==> src/rtl/pipeline_ctrl.sv <==
// pipeline_ctrl: run-control FSM, hazard stall/flush generation, operand
// forwarding selects and saturating performance counters for a 5-stage pipe.
module pipeline_ctrl #(
  parameter int REG_ADDR_W    = 5,
  parameter int CNT_W         = 32,
  parameter int FLUSH_DEPTH   = 3,
  parameter bit LOAD_USE_ONLY = 1'b1
) (
  input  logic                  sys_clk,
  input  logic                  rst,
  // run control
  input  logic                  start,
  input  logic                  resume,
  input  logic                  step_req,
  input  logic                  halt_req,
  input  logic                  ext_stall,
  input  logic                  clear_counters,
  // decode-stage sources
  input  logic [REG_ADDR_W-1:0] rs1_id,
  input  logic [REG_ADDR_W-1:0] rs2_id,
  input  logic                  rs1_used,
  input  logic                  rs2_used,
  // EX-stage destination
  input  logic [REG_ADDR_W-1:0] ex_rd,
  input  logic                  ex_reg_write,
  input  logic                  ex_mem_read,
  // EX-stage sources and later-stage destinations
  input  logic [REG_ADDR_W-1:0] rs1_ex,
  input  logic [REG_ADDR_W-1:0] rs2_ex,
  input  logic [REG_ADDR_W-1:0] mem_rd,
  input  logic                  mem_reg_write,
  input  logic [REG_ADDR_W-1:0] wb_rd,
  input  logic                  wb_reg_write,
  input  logic                  wb_valid,
  input  logic                  branch_taken_mem,
  // status and pipeline control
  output logic [1:0]            state,
  output logic                  run,
  output logic                  freeze_all,
  output logic                  stall_if,
  output logic                  stall_id,
  output logic                  flush_id,
  output logic                  flush_ex,
  output logic                  flush_mem,
  output logic [1:0]            fwd_sel_1,
  output logic [1:0]            fwd_sel_2,
  output logic [CNT_W-1:0]      cycle_count,
  output logic [CNT_W-1:0]      retired_count,
  output logic [CNT_W-1:0]      stall_count
);

  typedef enum logic [1:0] {
    S_IDLE = 2'b00,
    S_RUN  = 2'b01,
    S_HALT = 2'b10,
    S_STEP = 2'b11
  } state_t;

  // Forwarding select encodings
  localparam logic [1:0] FWD_RF  = 2'b00;
  localparam logic [1:0] FWD_MEM = 2'b01;
  localparam logic [1:0] FWD_WB  = 2'b10;

  // How deep a taken branch squashes, fixed at elaboration
  localparam logic P_FLUSH_EX  = (FLUSH_DEPTH >= 2);
  localparam logic P_FLUSH_MEM = (FLUSH_DEPTH >= 3);

  state_t           r_state;
  state_t           w_state_nxt;

  logic             w_run;
  logic             w_freeze;
  logic             w_rs1_match;
  logic             w_rs2_match;
  logic             w_hazard;

  logic             w_stall;
  logic             w_flush_id;
  logic             w_flush_ex;
  logic             w_flush_mem;

  logic [1:0]       w_fwd_1;
  logic [1:0]       w_fwd_2;

  logic [CNT_W-1:0] r_cycle_cnt;
  logic [CNT_W-1:0] r_retired_cnt;
  logic [CNT_W-1:0] r_stall_cnt;
  logic             w_cycle_inc;
  logic             w_retired_inc;
  logic             w_stall_inc;

  // Run-control state register; reset returns to IDLE from any state
  always_ff @(posedge sys_clk) begin
    if (rst) begin
      r_state <= S_IDLE;
    end else begin
      r_state <= w_state_nxt;
    end
  end

  // Next-state logic: resume beats step_req in HALT, STEP lasts one cycle
  always_comb begin
    w_state_nxt = r_state;
    unique case (r_state)
      S_IDLE: if (start)    w_state_nxt = S_RUN;
      S_RUN:  if (halt_req) w_state_nxt = S_HALT;
      S_HALT: begin
        if (resume)        w_state_nxt = S_RUN;
        else if (step_req) w_state_nxt = S_STEP;
      end
      S_STEP: w_state_nxt = S_HALT;
      default: w_state_nxt = S_IDLE;
    endcase
  end

  // Run/freeze status and the decode-vs-EX data hazard
  always_comb begin
    w_run       = (r_state == S_RUN) || (r_state == S_STEP);
    w_freeze    = ext_stall || !w_run;
    w_rs1_match = rs1_used && (rs1_id == ex_rd);
    w_rs2_match = rs2_used && (rs2_id == ex_rd);
    w_hazard    = ex_reg_write && (ex_rd != '0) && (w_rs1_match || w_rs2_match)
                  && (!LOAD_USE_ONLY || ex_mem_read);
  end

  // Stall/flush priority: freeze, then taken branch, then hazard bubble
  always_comb begin
    w_stall     = 1'b0;
    w_flush_id  = 1'b0;
    w_flush_ex  = 1'b0;
    w_flush_mem = 1'b0;
    if (w_freeze) begin
      w_stall = 1'b1;
    end else if (branch_taken_mem) begin
      w_flush_id  = 1'b1;
      w_flush_ex  = P_FLUSH_EX;
      w_flush_mem = P_FLUSH_MEM;
    end else if (w_hazard) begin
      w_stall    = 1'b1;
      w_flush_ex = 1'b1;
    end
  end

  // Operand forwarding; the younger MEM result wins over WB, x0 never forwards
  always_comb begin
    w_fwd_1 = FWD_RF;
    w_fwd_2 = FWD_RF;
    if (mem_reg_write && (mem_rd != '0) && (mem_rd == rs1_ex))
      w_fwd_1 = FWD_MEM;
    else if (wb_reg_write && (wb_rd != '0) && (wb_rd == rs1_ex))
      w_fwd_1 = FWD_WB;
    if (mem_reg_write && (mem_rd != '0) && (mem_rd == rs2_ex))
      w_fwd_2 = FWD_MEM;
    else if (wb_reg_write && (wb_rd != '0) && (wb_rd == rs2_ex))
      w_fwd_2 = FWD_WB;
  end

  // Counter increment conditions
  always_comb begin
    w_cycle_inc   = w_run;
    w_retired_inc = wb_valid && !w_freeze;
    w_stall_inc   = w_run && (ext_stall || w_stall);
  end

  // Saturating performance counters; reset and clear both zero them
  always_ff @(posedge sys_clk) begin
    if (rst || clear_counters) begin
      r_cycle_cnt   <= '0;
      r_retired_cnt <= '0;
      r_stall_cnt   <= '0;
    end else begin
      if (w_cycle_inc && (r_cycle_cnt != '1))
        r_cycle_cnt <= r_cycle_cnt + CNT_W'(1);
      if (w_retired_inc && (r_retired_cnt != '1))
        r_retired_cnt <= r_retired_cnt + CNT_W'(1);
      if (w_stall_inc && (r_stall_cnt != '1))
        r_stall_cnt <= r_stall_cnt + CNT_W'(1);
    end
  end

  assign state         = r_state;
  assign run           = w_run;
  assign freeze_all    = w_freeze;
  assign stall_if      = w_stall;
  assign stall_id      = w_stall;
  assign flush_id      = w_flush_id;
  assign flush_ex      = w_flush_ex;
  assign flush_mem     = w_flush_mem;
  assign fwd_sel_1     = w_fwd_1;
  assign fwd_sel_2     = w_fwd_2;
  assign cycle_count   = r_cycle_cnt;
  assign retired_count = r_retired_cnt;
  assign stall_count   = r_stall_cnt;

endmodule

==> config.mk <==
export PLATFORM = sky130hd
export DESIGN_NAME = pipeline_ctrl
export DESIGN_NICKNAME = d
export VERILOG_FILES = /design/src/rtl/pipeline_ctrl.sv
export SDC_FILE = /design/constraint.sdc
export NUM_CORES = 1
export LEC_CHECK = 0
export BUFFER_PORTS_ARGS = -buffer_cell sky130_fd_sc_hd__buf_4
export CAP_MARGIN = 5
export CELL_PAD_IN_SITES_DETAIL_PLACEMENT = 0
export CELL_PAD_IN_SITES_GLOBAL_PLACEMENT = 1
export CORE_MARGIN = 1
export CORE_UTILIZATION = 38
export DETAILED_ROUTE_END_ITERATION = 8
export PLACE_DENSITY_LB_ADDON = 0.1
export SLEW_MARGIN = 10
export SYNTH_ARGS = -nofsm -noshare
export SYNTH_HDL_FRONTEND = slang
export SYNTH_SLANG_ARGS = --single-unit
==> constraint.sdc <==
create_clock -name sys_clk -period 2.8 [get_ports sys_clk]
set_clock_uncertainty 0.2 [all_clocks]
set_input_delay 0.14 -clock sys_clk [delete_from_list [all_inputs] [get_ports sys_clk]]
set_output_delay 0.14 -clock sys_clk [all_outputs]
set_load 0.005 [all_outputs]
==> results of run 1 <==
==> worst max-delay path: stages (launching register included) <==
cell and delay [ns]:
dfxtp_1 0.34, ha_1 0.23, nand2_1 0.14, or4_4 0.53, or4_4 0.61, and4_1 0.24
xnor2_1 0.14, nor2_1 0.05
==> final cells by class <==
| type | count | area (um2) | share of cell area [%] |
|---|---|---|---|
| clock buffers | 11 | 243 | 3.42 |
| inverters | 17 | 63.8 | 0.899 |
| multi-input cells | 502 | 3180 | 44.8 |
| well taps | 180 | 225 | 3.17 |
| repair buffers | 181 | 1370 | 19.3 |
| flip-flops and latches | 98 | 1960 | 27.6 |
| clock inverters | 4 | 52.6 | 0.741 |
==> state kept, by name, summed over array words and instances, names as in the netlist <==
| register | cells |
|---|---|
| retired_count | 32 |
| cycle_count | 32 |
| state | 2 |
| stall_count | 32 |
==> cell usage after synthesis (9+ instances only) <==
library cell and number:
dfxtp_1 98, nor2_1 57, a21oi_1 44, xnor2_1 43, nand2_1 41, nand4_1 36
nand3_1 35, xor2_1 30, o21ai_0 29, or3_1 28, or4_1 25, nor3_1 18
o31ai_1 18, clkbuf_1 17, inv_1 17, and4_1 14, buf_2 10, and3_1 9
==> through the flow <==
| stage | std cells | hold WS [ns] |
|---|---|---|
| finish | 993 | 0.117 |
| global placement | 973 | 0.180 |
| detailed placement | 973 | 0.187 |
| global route | 993 | 0.154 |
| CTS | 993 | 0.120 |
| floorplan | 650 | 0.00907 |
==> kinds of logic (layout without fill, tap and decap cells) <==
kind of cell | count (synthesis) | in the layout | share of synthesized area, %
and+or+nand+nor | 310 | 310 | 33.4
AOI/OAI and AO/OA | 111 | 111 | 12.2
DFF | 98 | 98 | 36.5
xor gates and xnor gates | 73 | 73 | 11.9
buffers and inverters | 50 | 213 | 4.40
muxes | 5 | 5 | 0.932
adders and majority gates | 3 | 3 | 0.699
==> layer usage <==
metal	wire length [um]	GRT usage (%)
met1	6860	25.9
met2	7190	33.1
met3	900	4.61
met4	133	5.56
met5	0	0
==> layout by cell type (no fill, tap or decap), drive strengths merged, types with 28 or more instances in the layout <==
| cell | n |
|---|---|
| a21oi | 44 |
| buf | 176 |
| dfxtp | 98 |
| nand2 | 42 |
| nand3 | 37 |
| nand4 | 36 |
| nor2 | 58 |
| o21ai | 31 |
| or3 | 28 |
| or4 | 28 |
| xnor2 | 43 |
| xor2 | 30 |
==> report_power, final <==
group          switching, uW  internal, uW
logic                    114           110
registers               4.27          1400
clock network            543           715
==> worst max path at each step <==
stage / from / to / slack, ns
2_1_floorplan: retired_count[0] / retired_count[7] / 0.27
3_3_place_gp: retired_count[0] / retired_count[8] / 0.26
3_5_place_dp: retired_count[0] / retired_count[8] / 0.21
4_1_cts: retired_count[1] / retired_count[8] / 0.21
5_1_grt: stall_count[3] / stall_count[25] / 0.09
6_report: retired_count[0] / retired_count[8] / 0.21
==> key figures, run 1 <==
Clock tree
  • # resized after CTS: 0
  • Setup bufs post-CTS: 0
  • H-Tree Depth: 3
  • Largest buffer count on any clock path: 2
  • Hold Buf Count CTS: 5
  • Clock root cell: clkbuf_16
  • CTS tree: yes
  • CTS buffer count: 9
  • Clock sinks: 98
  • Worst-skew pair later-pin latency: 0.35 ns
  • Clock transition at path regs: 0.07 ns

Timing
  • Measured slew at the worst slew-check pin: 0.806 ns
  • Number of max-slew violations in the final report: 0
  • Slew headroom: 46.3%
  • Setup repair after global routing missed its margin: no
  • F_max: 387 MHz
  • Setup tns final: 0 ns
  • Fin crit share: 92.3%
  • Fin worst setup slack: 0.215 ns
  • Final Hold Fails: 0
  • Tmin final: 2.59 ns
  • Final setup viols: 0

Synthesis
  • Fraction of registers with async set/reset: 0%
  • Cell variety after synth: 54
  • Post-synth EDFFs: 0
  • Syn nets: 704
  • Cell Area, Synth: 0.00537 mm2
  • Most used DFF post-synth: dfxtp_1
  • Post-Syn Instances: 650
  • Syn avg cell area: 8.26 um2
  • Top cell type's share of synthesized area: 36.5%
  • Cell taking the most area after synthesis: dfxtp_1
  • Area contributors post-synth: dfxtp_1, xnor2_1, xor2_1, nand4_1, a21oi_1
  • Seq/Total Area, Yosys: 36.5%
  • Synth Register Bits: 98
  • Synth warn: 0

Layout
  • Area Growth Syn to Fin: 32.1%
  • Design Area, Final: 0.00710 mm2
  • Fill cells: 1285
  • Final core occ: 51.3%
  • Diode count: 0
  • Share of layout cells above drive strength 1: 25.7%
  • Nets: 863

GRT
  • Global-route wire length before repair: 23600 um
  • Largest net degree at the start of global routing: 39
  • Total grt overflow: 0
  • GRT Overall Usage: 20.0%
  • Initial antenna violation count: 0
  • Number of global-route vias before repair: 4754

Floorplanning
  • Core area: 0.0138 mm2
  • Die height: 121 um
  • Core Rows: 43
  • Die W: 121 um
  • Die area: 0.0146 mm2
  • Starting density of the core: 38.8%
  • I/O pin total: 160

Run status
  • Run status: complete, no violations

Detailed routing
  • Via density: 5.50
  • Avg WL per Cell: 15.2 um
  • DRC viols: 0
  • Total number of vias: 5457
  • Final ANT Viol Nets: 0
  • Detailed Route Iter0 Violations: 342
  • Final WL: 15100 um
  • DRT Pass-1 Iters: 5

Critical path
  • FF-to-FF setup slack: 0.21 ns
  • CP Class: flip-flop to flip-flop
  • CP Launch Type: flip-flop
  • Crit path DAT: 2.62 ns
  • Worst r2r path cells: 7
  • Crit path required time: 2.84 ns
  • Worst Path Max Fanout: 13
  • Worst flop-to-flop path endpoint: retired_count[8]
  • Critical Path End Type: flip-flop
  • Reg2reg start: retired_count[0]

Place
  • GPL Wtd Cong: 0.799
  • HPWL after DPL: 11000 um
  • Number of I/O port buffers: 159
  • Area after DPL: 0.00675 mm2
  • Worst slack, placed: 0.211 ns

Pwr
  • Pwr Total: 2880 uW
  • Power density cells: 406 mW/mm2
  • Leak: 0.00256 uW
  • VDD IR max: 0.000268 V

Flow run
  • Max Cap Viol: 0

Min path
  • Hold Crit Depth: 4
  • Worst Hold Path EP: retired_count[1]
  • Tightest Hold Check Type: input port to flip-flop
  • HP Start: wb_valid
No activity file was read; power rests on OpenSTA's default activity.
==> run 2: changes to the inputs <==
--- a/config.mk
+++ b/config.mk
@@ -5,12 +5,13 @@
 export SDC_FILE = /design/constraint.sdc
 export NUM_CORES = 1
 export LEC_CHECK = 0
+export ABC_AREA = 1
 export BUFFER_PORTS_ARGS = -buffer_cell sky130_fd_sc_hd__buf_4
 export CAP_MARGIN = 5
 export CELL_PAD_IN_SITES_DETAIL_PLACEMENT = 0
 export CELL_PAD_IN_SITES_GLOBAL_PLACEMENT = 1
 export CORE_MARGIN = 1
-export CORE_UTILIZATION = 38
+export CORE_UTILIZATION = 37
 export DETAILED_ROUTE_END_ITERATION = 8
 export PLACE_DENSITY_LB_ADDON = 0.1
 export SLEW_MARGIN = 10
==> key figures, run 2 <==
Critical path
  • Critical Path End Type: flip-flop (unchanged)
  • Crit path DAT: 2.34 ns (was 2.62 ns)
  • Worst flop-to-flop path endpoint: stall_count[0] (was retired_count[8])
  • Worst r2r path cells: 9 (was 7)
  • CP Launch Type: flip-flop (unchanged)
  • CP Class: flip-flop to flip-flop (unchanged)
  • Worst Path Max Fanout: 33 (was 13)
  • Crit path required time: 2.89 ns (was 2.84 ns)
  • Reg2reg start: stall_count[1] (was retired_count[0])
  • FF-to-FF setup slack: 0.55 ns (was 0.21 ns)

GRT
  • GRT Overall Usage: 22.4% (was 20.0%)
  • Global-route wire length before repair: 32100 um (was 23600 um)
  • Initial antenna violation count: 0 (unchanged)
  • Largest net degree at the start of global routing: 49 (was 39)
  • Total grt overflow: 0 (unchanged)
  • Number of global-route vias before repair: 6302 (was 4754)

Floorplanning
  • Core Rows: 47 (was 43)
  • Starting density of the core: 38.3% (was 38.8%)
  • Die W: 133 um (was 121 um)
  • Core area: 0.0167 mm2 (was 0.0138 mm2)
  • Die height: 133 um (was 121 um)
  • Die area: 0.0178 mm2 (was 0.0146 mm2)
  • I/O pin total: 160 (unchanged)

Detailed routing
  • Total number of vias: 6816 (was 5457)
  • DRT Pass-1 Iters: 5 (unchanged)
  • Avg WL per Cell: 14.4 um (was 15.2 um)
  • Final ANT Viol Nets: 0 (unchanged)
  • Detailed Route Iter0 Violations: 376 (was 342)
  • Final WL: 19800 um (was 15100 um)
  • DRC viols: 0 (unchanged)
  • Via density: 4.95 (was 5.50)

Timing
  • Final setup viols: 0 (unchanged)
  • F_max: 445 MHz (was 387 MHz)
  • Setup tns final: 0 ns (unchanged)
  • Tmin final: 2.25 ns (was 2.59 ns)
  • Measured slew at the worst slew-check pin: 0.643 ns (was 0.806 ns)
  • Setup repair after global routing missed its margin: no (unchanged)
  • Fin crit share: 80.3% (was 92.3%)
  • Fin worst setup slack: 0.552 ns (was 0.215 ns)
  • Final Hold Fails: 0 (unchanged)
  • Number of max-slew violations in the final report: 0 (unchanged)
  • WHS: 0.0466 ns (was 0.117 ns)
  • Slew headroom: 57.0% (was 46.3%)

Layout
  • Most frequent cells in the layout: nand2_1, buf_4, nor2_1 (was buf_4, dfxtp_1, nor2_1)
  • Share of layout cells above drive strength 1: 20.1% (was 25.7%)
  • Diode count: 0 (unchanged)
  • Commonest non-fill, non-tap cell in the layout: nand2_1 (was buf_4)
  • Nets: 1207 (was 863)
  • Area Growth Syn to Fin: 26.6% (was 32.1%)
  • Register area: 0.00196 mm2 (unchanged)
  • Fill cells: 1813 (was 1285)
  • Footprint of the multi-input gates: 0.00386 mm2 (was 0.00318 mm2)

Pwr
  • Leak: 0.00319 uW (was 0.00256 uW)
  • Power density cells: 373 mW/mm2 (was 406 mW/mm2)
  • Pwr Total: 3020 uW (was 2880 uW)
  • VDD IR max: 0.000332 V (was 0.000268 V)

Synthesis
  • Fraction of registers with async set/reset: 0% (unchanged)
  • Syn avg cell area: 6.38 um2 (was 8.26 um2)
  • Top cells by count, synth: nand2_1, nor2_1, dfxtp_1, inv_1, a21oi_1 (was dfxtp_1, nor2_1, a21oi_1, xnor2_1, nand2_1)
  • Cell taking the most area after synthesis: dfxtp_1 (unchanged)
  • Seq/Total Area, Yosys: 30.7% (was 36.5%)
  • Cell variety after synth: 38 (was 54)
  • Post-synth EDFFs: 0 (unchanged)
  • Syn nets: 1055 (was 704)
  • Synth Register Bits: 98 (unchanged)
  • Most used DFF post-synth: dfxtp_1 (unchanged)
  • Post-Syn Instances: 1001 (was 650)
  • Most common cell in the netlist: nand2_1 (was dfxtp_1)
  • Synth warn: 0 (unchanged)
  • Cell Area, Synth: 0.00639 mm2 (was 0.00537 mm2)
  • Top cell type's share of synthesized area: 30.7% (was 36.5%)
  • Area contributors post-synth: dfxtp_1, nand2_1, nor2_1, xor2_1, inv_1 (was dfxtp_1, xnor2_1, xor2_1, nand4_1, a21oi_1)

Clock tree
  • H-Tree Depth: 3 (unchanged)
  • CTS tree: yes (unchanged)
  • Worst-skew pair later-pin latency: 0.36 ns (was 0.35 ns)
  • Clock sinks: 98 (unchanged)
  • Clock transition at path regs: 0.07 ns (about the same)
  • CTS buffer count: 9 (unchanged)
  • Clock root cell: clkbuf_16 (unchanged)
  • Largest buffer count on any clock path: 2 (unchanged)

Min path
  • Tightest Hold Check Type: input port to flip-flop (unchanged)
  • Worst Hold Path EP: state[1] (was retired_count[1])
  • HP Start: halt_req (was wb_valid)
  • Hold Crit Depth: 4 (unchanged)

Run status
  • Run status: complete, no violations (unchanged)

Place
  • Worst slack, placed: 0.524 ns (was 0.211 ns)
  • Number of I/O port buffers: 159 (unchanged)
  • GPL Wtd Cong: 0.886 (was 0.799)
  • HPWL after DPL: 14700 um (was 11000 um)

Flow run
  • Max Cap Viol: 0 (unchanged)
run 2: per-stage QoR:
stage	area, um2	util (%)	std cells
4_1_cts	8090	48.4	1378
5_1_grt	8090	48.4	1378
6_report	8090	48.4	1378
3_3_place_gp	7770	46.5	1359
2_1_floorplan	6390	-	1001
3_5_place_dp	7770	46.5	1359
run 2: worst max-delay path by stage:
| stage | from | end | slack [ns] | cells past startpoint |
|---|---|---|---|---|
| after floorplan | stall_count[0] | stall_count[28] | 0.80 | 10 |
| after global placement | retired_count[11] | retired_count[27] | 0.60 | 9 |
| after detailed placement | stall_count[1] | stall_count[0] | 0.52 | 9 |
| after CTS | stall_count[1] | stall_count[0] | 0.50 | 9 |
| after global routing | retired_count[11] | retired_count[27] | 0.28 | 9 |
| final | stall_count[1] | stall_count[0] | 0.55 | 9 |
run 2: critical path, cell delays in order, from the launching register on:
cell and delay, ns:
dfxtp_1 0.38, ha_1 0.28, nand3_2 0.14, inv_2 0.12
nand2_4 0.07, nor3_2 0.13, nand4_2 0.14, nand4_4 0.46
nand2_1 0.10, a21oi_1 0.16
run 2: timing repair:
item / 4_1_cts / 5_1_grt
setup buffers: 0 / 0
resized for setup: 0 / 0
hold buffers: 3 / 0
endpoints found under the hold margin: 2 / 0
run 2: metal layers:
metal / GRT usage [%] / routed length, um / vias up
met5: 0 / 0 / -
met4: 6.57 / 250 / 0
met3: 3.08 / 887 / 16
met2: 34.7 / 8560 / 186
met1: 32.0 / 10100 / 3056
li1: - / - / 3558
run 2: logic make-up after synthesis:
kind of cell | Yosys count | synth area share (%)
adder cells (fa/ha/maj) | 3 | 0.587
flip-flops | 98 | 30.7
XOR/XNOR | 68 | 9.32
buffers and inverters | 134 | 8.97
AO/OA/AOI/OAI | 111 | 9.67
AND/OR/NAND/NOR | 587 | 40.7
run 2: where the power goes:
part / leakage [uW] / switching [uW] / internal, uW
registers: 0.000790 / 6.79 / 1400
clock network: 0.000140 / 604 / 638
logic: 0.00226 / 229 / 139
total: 0.00319 / 839 / 2180
run 2: cell type report:
class                   instances  share of cell area, %
well taps                     220                   3.40
inverters                     101                   4.69
multi-input cells             769                   47.7
flip-flops and latches         98                   24.3
clock buffers                  10                   2.96
repair buffers                174                   16.4
clock inverters                 6                  0.588
==> run 3: changes to the inputs <==
--- a/config.mk
+++ b/config.mk
@@ -5,13 +5,13 @@
 export SDC_FILE = /design/constraint.sdc
 export NUM_CORES = 1
 export LEC_CHECK = 0
-export ABC_AREA = 1
+export ABC_AREA = 0
 export BUFFER_PORTS_ARGS = -buffer_cell sky130_fd_sc_hd__buf_4
 export CAP_MARGIN = 5
 export CELL_PAD_IN_SITES_DETAIL_PLACEMENT = 0
 export CELL_PAD_IN_SITES_GLOBAL_PLACEMENT = 1
 export CORE_MARGIN = 1
-export CORE_UTILIZATION = 37
+export CORE_UTILIZATION = 38
 export DETAILED_ROUTE_END_ITERATION = 8
 export PLACE_DENSITY_LB_ADDON = 0.1
 export SLEW_MARGIN = 10
==> constraint.sdc (replaced) <==
create_clock -name sys_clk -period 2.31 [get_ports sys_clk]
set_clock_uncertainty 0.2 [all_clocks]
set_input_delay 0.1155 -clock sys_clk [delete_from_list [all_inputs] [get_ports sys_clk]]
set_output_delay 0.1155 -clock sys_clk [all_outputs]
set_load 0.005 [all_outputs]
==> key figures, run 3 (same netlist as run 1, synthesis figures left out) <==
Clock tree
  • H-Tree Depth: 3 (unchanged)
  • Clock root cell: clkbuf_16 (unchanged)
  • CTS tree: yes (unchanged)
  • CTS buffer count: 9 (unchanged)
  • Clock transition at path regs: 0.07 ns (about the same)
  • Clock sinks: 98 (unchanged)
  • Worst-skew pair later-pin latency: 0.35 ns (was 0.36 ns)
  • Largest buffer count on any clock path: 2 (unchanged)

Timing
  • Fin worst setup slack: -0.0343 ns (was 0.552 ns)
  • F_max: 427 MHz (was 445 MHz)
  • Number of max-slew violations in the final report: 0 (unchanged)
  • Slew headroom: 65.2% (was 57.0%)
  • Measured slew at the worst slew-check pin: 0.522 ns (was 0.643 ns)
  • Final setup viols: 5 (was 0)
  • Fin crit share: 101% (was 80.3%)
  • WHS: 0.0826 ns (was 0.0466 ns)
  • Setup repair after global routing missed its margin: yes (was no)
  • Final Hold Fails: 0 (unchanged)
  • Tmin final: 2.34 ns (was 2.25 ns)

Critical path
  • Reg2reg start: retired_count[1] (was stall_count[1])
  • Max incr delay on CP: 0.60 ns (was 0.46 ns)
  • Max stage delay cell, worst path: or4_4 (was nand4_4)
  • Top Family by Delay on Critical Path: simple AND/OR/NAND/NOR gates (unchanged)
  • CP Launch Type: flip-flop (unchanged)
  • Worst setup path startpoint: retired_count[1] (was stall_count[1])
  • Critical Path End Type: flip-flop (unchanged)
  • Most common cell on crit path: or4_4
  • Worst Path Max Fanout: 8 (was 33)
  • CP Buf/Inv Count: 0 (was 1)
  • Crit path cell chain: ha_4, nand2_4, or4_4, or4_4, nand2_2, xor2_1, nor2_1 (was ha_1, nand3_2, inv_2, nand2_4, nor3_2, nand4_2, nand4_4, nand2_1, a21oi_1)
  • Crit path DAT: 2.37 ns (was 2.34 ns)
  • Crit path required time: 2.34 ns (was 2.89 ns)
  • CP Class: flip-flop to flip-flop (unchanged)

Layout
  • Share of layout cells above drive strength 1: 34.1% (was 20.1%)
  • Diode count: 0 (unchanged)
  • Area Growth Syn to Fin: 45.2% (was 26.6%)
  • Commonest non-fill, non-tap cell in the layout: buf_4 (was nand2_1)
  • Most frequent cells in the layout: buf_4, dfxtp_1, nor2_1 (was nand2_1, buf_4, nor2_1)
  • Nets: 934 (was 1207)

Floorplanning
  • Die area: 0.0146 mm2 (was 0.0178 mm2)
  • Starting density of the core: 38.8% (was 38.3%)
  • Core Rows: 43 (was 47)
  • Die W: 121 um (was 133 um)
  • Core area: 0.0138 mm2 (was 0.0167 mm2)
  • I/O pin total: 160 (unchanged)
  • Die height: 121 um (was 133 um)

Place
  • GPL Wtd Cong: 0.865 (was 0.886)
  • Number of I/O port buffers: 159 (unchanged)
  • HPWL after DPL: 11900 um (was 14700 um)

GRT
  • Number of global-route vias before repair: 5381 (was 6302)
  • Total grt overflow: 0 (unchanged)
  • Global-route wire length before repair: 26100 um (was 32100 um)
  • GRT Overall Usage: 22.0% (was 22.4%)
  • Initial antenna violation count: 0 (unchanged)
  • Largest net degree at the start of global routing: 47 (was 49)

Detailed routing
  • DRT Pass-1 Iters: 4 (was 5)
  • Final ANT Viol Nets: 0 (unchanged)
  • Via density: 5.45 (was 4.95)
  • Avg WL per Cell: 15.3 um (was 14.4 um)
  • DRC viols: 0 (unchanged)
  • Final WL: 16300 um (was 19800 um)
  • Detailed Route Iter0 Violations: 301 (was 376)
  • Total number of vias: 5803 (was 6816)

Run status
  • Failing checks: negative setup slack
  • Run status: finished, violations left (was complete, no violations)

Flow run
  • Max Cap Viol: 0 (unchanged)

Pwr
  • Power density cells: 460 mW/mm2 (was 373 mW/mm2)
  • Pwr Total: 3590 uW (was 3020 uW)
  • VDD IR max: 0.000429 V (was 0.000332 V)
  • Leak: 0.00297 uW (was 0.00319 uW)

Min path
  • Tightest Hold Check Type: input port to flip-flop (unchanged)
  • HP Start: wb_valid (was halt_req)
==> run 3: cell count changes in the layout (fill, tap and decap cells not counted), sizes merged, moves of 29 or more <==
| cell | change |
|---|---|
| nor3 | -29 |
| nor2 | -68 |
| a21oi | -35 |
| or4 | +29 |
| buf | +73 |
| inv | -87 |
| nand2 | -258 |
==> run 3: metal layers <==
metal  wire length, um  up-vias  GRT usage (%)
li1                  -     2864              -
met1              7430     2772           27.5
met2              7840      155           37.6
met3               928       12           5.36
met4               136        0           5.79
met5                 0        -              0
==> run 3: final timing paths <==
check,end,slack (ns),cells past startpoint
min,retired_count[1],0.08,4
min reg2reg,stall_count[12],0.30,2
max,retired_count[0],-0.03,7
max reg2reg,retired_count[0],-0.03,7
==> run 3: metrics by stage <==
| stage | cell area (um2) | instances | worst slack (ns) | TNS [ns] | utilization, % |
|---|---|---|---|---|---|
| floorplan | 5400 | 650 | -0.0423 | -0.165 | - |
| global placement | 7270 | 1037 | -0.0443 | -0.0443 | 52.6 |
| detailed placement | 7270 | 1037 | -0.0508 | -0.0684 | 52.6 |
| CTS | 7670 | 1060 | 0.00251 | 0 | 55.5 |
| global route | 7800 | 1065 | -0.103 | -1.25 | 56.4 |
| finish | 7800 | 1065 | -0.0343 | -0.118 | 56.4 |
==> run 3: cell type report <==
type | count | area [um2]
flip-flops and latches | 98 | 1980
fillers | 1278 | 6030
multi-input cells | 503 | 3300
clock buffers | 15 | 288
clock inverters | 1 | 30.0
repair buffers | 251 | 1910
inverters | 17 | 63.8
well taps | 180 | 225
==> run 3: worst min-delay path: cells and delay by family <==
kind,cells,cell delay (ns)
AND/OR/NAND/NOR,2,0.30
buffers and inverters,1,0.12
AO/OA/AOI/OAI,1,0.06
==> run 3: power by group <==
part	leakage [uW]	switching, uW	internal, uW
Combinational	0.00201	145	142
Clock	0.000156	649	960
Sequential	0.000795	3.34	1690
Total	0.00297	797	2790
==> run 3: what timing repair did <==
action	CTS	global route
pin swaps	1	17
setup buffers	0	4
endpoints found under the hold margin	7	0
setup endpoints to repair	10	54
gates cloned	0	1
gates resized for setup	3	24
hold buffers	7	0
